## src/rtl/cordic_atan2_16bit.sv

```systemverilog
// Iterative vectoring-mode CORDIC: signed 16.16 (x, y) -> 16-bit phase and gain-compensated
// magnitude, one micro-rotation per cycle on a start/done/ready handshake.
module cordic_atan2_16bit #(
    parameter int unsigned ITER    = 16,
    parameter logic [31:0] K_SCALE = 32'h00009B75
) (
    input  logic        clk,
    input  logic        rst,
    input  logic        start,
    input  logic [31:0] x_in,
    input  logic [31:0] y_in,
    output logic [15:0] angle,
    output logic [31:0] magnitude,
    output logic        done,
    output logic        ready
);

    typedef enum logic [1:0] {StIdle, StIter, StScale, StDone} state_e;

    // atan(2^-i) in units of 2*pi/65536
    localparam logic [15:0] ATAN [16] = '{
        16'd8192, 16'd4836, 16'd2555, 16'd1297, 16'd651, 16'd326, 16'd163, 16'd81,
        16'd41,   16'd20,   16'd10,   16'd5,    16'd3,   16'd1,   16'd1,   16'd0
    };

    localparam logic [3:0] LastIter = 4'(ITER - 1);

    state_e             state_q, state_d;
    logic signed [34:0] x_q, x_d, y_q, y_d;
    logic [15:0]        z_q, z_d;
    logic [3:0]         iter_q, iter_d;
    logic               zero_q, zero_d;
    logic [15:0]        angle_d;
    logic [31:0]        mag_d;
    logic               done_d, ready_d;

    logic signed [34:0] x_ext, y_ext, x_sh, y_sh;
    logic [66:0]        prod;
    logic [50:0]        mag_wide;

    always_comb begin
        state_d = state_q;
        x_d     = x_q;
        y_d     = y_q;
        z_d     = z_q;
        iter_d  = iter_q;
        zero_d  = zero_q;
        angle_d = angle;
        mag_d   = magnitude;
        done_d  = done;
        ready_d = ready;

        x_ext    = {{3{x_in[31]}}, x_in};
        y_ext    = {{3{y_in[31]}}, y_in};
        x_sh     = x_q >>> iter_q;
        y_sh     = y_q >>> iter_q;
        // x is non-negative after the iterations, so the unsigned product is exact
        prod     = 67'($unsigned(x_q)) * 67'(K_SCALE);
        mag_wide = 51'(prod >> 16);

        unique case (state_q)
            StIdle: begin
                if (start) begin
                    // Fold the left half-plane onto the right by rotating through pi
                    if (x_in[31]) begin
                        x_d = -x_ext;
                        y_d = -y_ext;
                        z_d = 16'h8000;
                    end else begin
                        x_d = x_ext;
                        y_d = y_ext;
                        z_d = 16'h0000;
                    end
                    zero_d  = (x_in == 32'd0) && (y_in == 32'd0);
                    iter_d  = 4'd0;
                    ready_d = 1'b0;
                    state_d = StIter;
                end
            end
            StIter: begin
                if (!y_q[34]) begin
                    x_d = x_q + y_sh;
                    y_d = y_q - x_sh;
                    z_d = z_q + ATAN[iter_q];
                end else begin
                    x_d = x_q - y_sh;
                    y_d = y_q + x_sh;
                    z_d = z_q - ATAN[iter_q];
                end
                iter_d = iter_q + 4'd1;
                if (iter_q == LastIter) begin
                    state_d = StScale;
                end
            end
            StScale: begin
                if (zero_q) begin
                    angle_d = 16'd0;
                    mag_d   = 32'd0;
                end else begin
                    angle_d = z_q;
                    mag_d   = (|mag_wide[50:32]) ? 32'hFFFF_FFFF : mag_wide[31:0];
                end
                done_d  = 1'b1;
                state_d = StDone;
            end
            StDone: begin
                done_d  = 1'b0;
                ready_d = 1'b1;
                state_d = StIdle;
            end
            default: state_d = StIdle;
        endcase
    end

    always_ff @(posedge clk) begin
        if (rst) begin
            state_q   <= StIdle;
            x_q       <= '0;
            y_q       <= '0;
            z_q       <= '0;
            iter_q    <= '0;
            zero_q    <= 1'b0;
            angle     <= '0;
            magnitude <= '0;
            done      <= 1'b0;
            ready     <= 1'b1;
        end else begin
            state_q   <= state_d;
            x_q       <= x_d;
            y_q       <= y_d;
            z_q       <= z_d;
            iter_q    <= iter_d;
            zero_q    <= zero_d;
            angle     <= angle_d;
            magnitude <= mag_d;
            done      <= done_d;
            ready     <= ready_d;
        end
    end

endmodule

```

## config.mk

```make
export PLATFORM = sky130hd
export DESIGN_NAME = cordic_atan2_16bit
export DESIGN_NICKNAME = d
export VERILOG_FILES = /design/src/rtl/cordic_atan2_16bit.sv
export SDC_FILE = /design/constraint.sdc
export NUM_CORES = 1
export LEC_CHECK = 0
export ABC_AREA = 1
export BUFFER_PORTS_ARGS = -buffer_cell sky130_fd_sc_hd__buf_2
export CAP_MARGIN = 20
export CORE_ASPECT_RATIO = 0.5
export CORE_UTILIZATION = 40
export DETAILED_ROUTE_END_ITERATION = 7
export GPL_TIMING_DRIVEN = 1
export PLACE_DENSITY_LB_ADDON = 0.05
export SLEW_MARGIN = 30
export SYNTH_ARGS = -nofsm -noshare
export SYNTH_HDL_FRONTEND = slang
export SYNTH_SLANG_ARGS = --single-unit
export TNS_END_PERCENT = 20
```

## constraint.sdc

```tcl
create_clock -name clk -period 8.3 [get_ports clk]
set_input_delay 0.415 -clock clk [delete_from_list [all_inputs] [get_ports clk]]
set_output_delay 0.415 -clock clk [all_outputs]
set_load 0.005 [all_outputs]
```

==> out/summary.txt, run 1 <==
clock slew at reported path FFs = 0.09 ns
critical path required time = 8.64 ns
die height = 191 um
Reg2Reg Depth = 23
Adder-Cell Fraction of Synth Area = 30.9%
Slew @ Worst Pin = 1.03 ns
WP data arrival = 7.24 ns
ant diodes = 0
fin. max-slew vios = 0
Nets = 4970
Placer Congestion = 0.962
Longest Clk Path Bufs = 2
CTS Buf Count = 17
Critical Path Fanout Max = 32
drt drc = 0
commonest non-fill, non-tap cells in the layout = nand2_1 (915), inv_1 (672), nand3_1 (448), a21oi_1 (360), nor2_1 (310)
CTS Root Buffer Type = clkbuf_16
min Tclk post-route = 6.89 ns
Critical Path Sink Type = flip-flop
total track usage = 30.7%
via count = 29331
Seq cells post-synth = 143
Initial Util = 41.0%
CTS tree = yes
synthesized net count = 4943
DP Wirelength = 91400 um
cells along the critical path = inv_1 -> fa_1 -> fa_1 -> inv_1 -> fa_1 -> fa_1 -> fa_1 -> inv_1 -> fa_1 -> inv_1 -> ha_1 -> nand2_1 -> nor4_1 -> inv_1 -> nor2_1 -> nand3_1 -> nand3_1 -> xor2_1 -> nor2_2 -> buf_4 -> nand3_1 -> nand2_1 -> a21oi_1
CP peak stage delay = 0.78 ns
commonest non-fill, non-tap cell in the layout = nand2_1
DR iter-0 viols = 2630
H-Tree Depth = 4
drt total wl = 111000 um
vias in the first global route = 28405
Yosys warning total = 0
port bufs = 116
Die Width = 380 um
Post-synth EDFFs = 0
Max Cap Viol = 0
CTS Sinks = 143
CP Depth = 23
area grow syn2layout = 6.81%
top_reg_cell synth = dfxtp_1
hold depth = 3
Mapped Cells = 4323
I/O Pins = 117
DR pass1 iterations = 5
Hold WC Path Type = primary input to flip-flop
setup TNS = 0 ns
total die area = 0.0727 mm2
DR vias/cell = 5.53
Post-CTS Setup Bufs = 0
sequential fraction of the synthesis area = 10.0%
FP Rows = 68
layout cell share with drive strength beyond 1 = 6.12%
Crit Path Class = flip-flop to flip-flop
ANT nets after route = 0
first-pass GRT wire length = 171000 um
global route overflow = 0
WL per Instance = 21.0 um
RSZ-0062 raised after global routing = no
antenna violations before repair = 1
XOR/XNOR Fraction of Synth Area = 3.76%
CP Buf/Inv Count = 6
main combinational cell family by area after synthesis = adder cells
Syn Area/Cell = 6.62 um2
Max Clock Skew = 0.0233 ns
asr flop ratio synth = 0%
relative slew slack = 31.4%
cell mode on critical path = fa_1
Final setup viols = 0
post-CTS sizing = 0
largest net degree at the start of global routing = 83
Synth Cell Area = 0.0286 mm2
floorplan core area = 0.0699 mm2
Synth Area in Simple Gates = 27.6%
status = completed
f_max = 145 MHz
Final Hold Viols = 0
Yosys cell types = 59
hold_buf cts = 0
CP Launch Type = flip-flop
CP max-delay cell = dfxtp_1
Crit path max-delay family = adder cells
post-synthesis mux area share = 0%
Compound-Gate Fraction of Synth Area = 16.2%
Final period util = 83.0%
Clock Latency Late Sink = 0.50 ns
reg2reg setup slack = 1.41 ns
-- area by class of cell --
cell class | count | area, um2
timing repair buffer | 147 | 817
fill | 7595 | 39300
multi-input combinational | 3351 | 22500
clock inverter | 15 | 186
sequential | 143 | 2870
tap | 945 | 1180
inverter | 690 | 2590
clock buffer | 17 | 425
-- stage by stage --
stage          setup WS [ns]  area (um2)  std cells  utilization (%)  hold WS (ns)
5_1_grt                0.986       30600       5308             43.8         0.209
6_report                1.41       30600       5308             43.8         0.200
3_5_place_dp            1.41       30000       5276             42.9         0.455
2_1_floorplan           2.53       28600       4323                -         0.441
3_3_place_gp            1.36       30000       5276             42.9         0.451
4_1_cts                 1.41       30600       5308             43.8         0.171
-- registers in the layout, summed over array words and instances, names as in the netlist --
signal,flops
ready,1
y_q,35
zero_q,1
magnitude,32
done,1
x_q,35
state_q,2
z_q,16
angle,16
iter_q,4
-- synthesized netlist by cell type (27+ instances only) --
master	instances	area [um2]
inv_1	673	2530
a21oi_1	360	1800
a21o_1	27	203
fa_1	257	5140
nand3_1	448	2240
clkbuf_1	61	229
buf_2	42	210
xor2_1	75	657
dfxtp_1	143	2860
nor2_1	312	1170
o21ai_0	265	1330
nand2_1	915	3430
nor3_1	44	220
nand4_1	35	219
ha_1	296	3700
xnor2_1	48	420
a31oi_1	62	388
-- worst reg2reg max path, delay by kind of cell, from the launching register on --
family                     cells  cell delay, ns
buffers and inverters          6            0.94
and+or+nand+nor                8            1.40
xor gates and xnor gates       1            0.08
adders and majority gates      7            3.50
AOI/OAI and AO/OA              1            0.06
DFF                            1            0.78
-- cell families after synthesis --
family | count (synthesis)
AO/OA/AOI/OAI | 839
XOR/XNOR | 123
adder cells (fa/ha/maj) | 553
buffers and inverters | 829
flip-flops | 143
AND/OR/NAND/NOR | 1836
-- layer usage --
| layer | track usage, % | vias up | wire length [um] | share of wire, % |
|---|---|---|---|---|
| met5 | 0 | - | 12 | 0.011 |
| li1 | - | 14222 | - | - |
| met1 | 44.8 | 14126 | 55000 | 49 |
| met4 | 7.88 | 2 | 2550 | 2.3 |
| met3 | 4.84 | 102 | 7340 | 6.6 |
| met2 | 46.8 | 879 | 46400 | 42 |
-- path summary, 6_finish.rpt --
path                               from                        end
setup / recovery   x_q[16]$_SDFFE_PP0P_  magnitude[7]$_SDFFE_PP0P_
hold / removal                  x_in[0]        x_q[0]$_SDFFE_PP0P_
setup reg to reg   x_q[16]$_SDFFE_PP0P_  magnitude[7]$_SDFFE_PP0P_
hold reg to reg   angle[7]$_SDFFE_PP0P_      angle[7]$_SDFFE_PP0P_
Power of run 1 is not shown: default switching activity piles up to over one toggle a cycle in this logic, so the estimate is an artifact.
==> inputs of run 2 (changes only) <==
- ABC_AREA: 1 -> 0
- clock period: 8.3 -> 6.1 ns (I/O delays scaled with it)
==> out/summary.txt, run 2 <==
global route overflow = 0
fin. max-slew vios = 0
Placer Congestion = 0.929
f_max = 155 MHz
failing checks = setup timing
asr flop ratio synth = 0%
hold_buf cts = 0
critical path required time = 6.49 ns
Max Cap Viol = 0
Initial Util = 40.6%
setup ws final = -0.369 ns
Crit Path Class = flip-flop to flip-flop
Hold Path Origin = x_in[0]
FP Rows = 67
DR pass1 iterations = 5
Die Width = 371 um
DR iter-0 viols = 2231
Clock Latency Late Sink = 0.52 ns
hold depth = 3
CP max-delay cell = fa_1
Slew @ Worst Pin = 0.990 ns
start of the worst register-to-register path = x_q[26]$_SDFFE_PP0P_
Final period util = 106%
Final setup viols = 32
min Tclk post-route = 6.47 ns
top cell type's share of synthesized area = 18.9%
Reg2Reg Depth = 23
I/O Pins = 117
antenna violations before repair = 0
RSZ-0062 raised after global routing = yes
port bufs = 116
area of the multi-input gates = 0.0225 mm2
dpl ws = -0.509 ns
CP peak stage delay = 0.54 ns
Hold WC Path Type = primary input to flip-flop
Nets = 4120
CP Buf/Inv Count = 8
reg-to-reg endpoint = magnitude[12]$_SDFFE_PP0P_
vias in the first global route = 23124
largest net degree at the start of global routing = 89
die height = 187 um
Final Hold Viols = 0
CTS Buf Count = 17
Longest Clk Path Bufs = 2
first-pass GRT wire length = 137000 um
total die area = 0.0692 mm2
Hold EP = x_q[0]$_SDFFE_PP0P_
commonest non-fill, non-tap cell in the layout = inv_1
cell mode on critical path = fa_1
most frequent cell after synthesis = inv_1
Critical Path Fanout Max = 30
clock slew at reported path FFs = 0.08 ns
Synth area leader = fa_1
DP Wirelength = 72600 um
H-Tree Depth = 4
sequential fraction of the synthesis area = 10.5%
Max Clock Skew = 0.0178 ns
biggest regs = x_q (35), y_q (35), magnitude (32)
Critical Path Sink Type = flip-flop
floorplan core area = 0.0671 mm2
ant diodes = 0
via count = 24773
Yosys cell types = 97
WL per Instance = 20.0 um
register area = 0.00292 mm2
cells along the critical path = inv_1 -> buf_4 -> fa_1 -> fa_1 -> inv_1 -> fa_1 -> fa_1 -> fa_1 -> inv_1 -> fa_1 -> inv_1 -> ha_1 -> buf_4 -> nand2_1 -> buf_4 -> nor3_1 -> o21ai_4 -> a211o_1 -> a21oi_1 -> nand4bb_1 -> a21boi_2 -> buf_12 -> a221o_1
status = complete, but fails checks
ANT nets after route = 0
commonest non-fill, non-tap cells in the layout = inv_1 (379), buf_4 (365), ha_1 (285), fa_1 (257), a21oi_1 (210)
Fillers = 6568
drt drc = 0
total track usage = 25.7%
synthesized net count = 3748
Yosys warning total = 0
top_reg_cell synth = dfxtp_1
Mapped Cells = 3128
Seq cells post-synth = 143
Area contributors post-synth = fa_1 (19%), ha_1 (14%), dfxtp_1 (11%)
drt total wl = 88200 um
area grow syn2layout = 18.5%
Synth Cell Area = 0.0272 mm2
Crit path max-delay family = adder cells
setup TNS = -10.72 ns
CTS tree = yes
CTS Root Buffer Type = clkbuf_16
Post-synth EDFFs = 0
CTS Sinks = 143
WP data arrival = 6.86 ns
CP Launch Type = flip-flop
layout cell share with drive strength beyond 1 = 21.8%
DR vias/cell = 5.62
commonest cells in the netlist = inv_1 (403), ha_1 (296), fa_1 (257)
relative slew slack = 34.0%
reg2reg setup slack = -0.37 ns
Syn Area/Cell = 8.71 um2
==> run 2: changes by cell type after synthesis, sizes merged, moves of 53 or more <==
cell / change
xnor2: +63
nor2: -129
inv: -285
nand2: -719
mux2i: +53
a211oi: +62
o21ai: -157
mux4: +80
a21oi: -144
nand3: -409
==> run 2: through the flow <==
stage,std cells,util [%],area [um2],hold WS [ns]
after global routing,4410,48.1,32300,0.126
after CTS,4408,47.9,32100,0.0974
final,4410,48.1,32300,0.135
after global placement,4375,46.7,31400,0.457
after floorplan,3128,-,27400,0.454
after detailed placement,4375,46.8,31400,0.459
==> run 2: worst register-to-register path, cell delays in order, from the launching register on <==
cell and delay (ns):
dfxtp_1 0.33, inv_1 0.10, buf_4 0.16, fa_1 0.46, fa_1 0.51, inv_1 0.06, fa_1 0.52, fa_1 0.44
fa_1 0.54, inv_1 0.05, fa_1 0.52, inv_1 0.04, ha_1 0.32, buf_4 0.13, nand2_1 0.05, buf_4 0.12
nor3_1 0.51, o21ai_4 0.21, a211o_1 0.38, a21oi_1 0.15, nand4bb_1 0.18, a21boi_2 0.09, buf_12 0.17, a221o_1 0.30
==> run 2: logic make-up (layout without fill, tap and decap cells) <==
group	count (synthesis)	count (layout)	synth area share [%]
AO/OA/AOI/OAI	801	801	19.5
AND/OR/NAND/NOR	705	705	12.5
adder cells (fa/ha/maj)	553	553	32.5
buffers and inverters	544	929	7.91
XOR/XNOR	210	210	6.75
multiplexers	172	172	10.4
flip-flops	143	143	10.5
==> run 2: routing by layer <==
| metal | global-route usage [%] | share of wire, % |
|---|---|---|
| met1 | 42.0 | 53 |
| met2 | 33.6 | 38 |
| met3 | 7.06 | 8.2 |
| met4 | 2.79 | 0.53 |
| met5 | 0 | 0 |
==> run 2: cell type report <==
class / count / area share (%)
inverter: 406 / 4.75
multi-input combinational: 2441 / 69.8
clock buffer: 17 / 1.32
timing repair buffer: 491 / 11.0
tap: 897 / 3.48
clock inverter: 15 / 0.597
sequential: 143 / 9.05
==> run 2: repair_timing <==
| action | CTS | global route |
|---|---|---|
| gates resized for setup | 26 | 34 |
| setup buffers | 1 | 1 |
| setup endpoints to repair | 32 | 44 |
| pin swaps | 19 | 14 |
==> run 2: worst max-delay path by stage <==
stage,start,end,slack [ns],cells past startpoint
floorplan,x_q[14]$_SDFFE_PP0P_,magnitude[19]$_SDFFE_PP0P_,0.003,20
global placement,x_q[29]$_SDFFE_PP0P_,magnitude[0]$_SDFFE_PP0P_,-0.48,25
detailed placement,x_q[25]$_SDFFE_PP0P_,magnitude[20]$_SDFFE_PP0P_,-0.51,27
CTS,x_q[13]$_SDFFE_PP0P_,magnitude[19]$_SDFFE_PP0P_,-0.31,20
global route,x_q[6]$_SDFFE_PP0P_,magnitude[0]$_SDFFE_PP0P_,-0.60,24
finish,x_q[26]$_SDFFE_PP0P_,magnitude[12]$_SDFFE_PP0P_,-0.37,23
Power of run 2 is left out for the same reason.
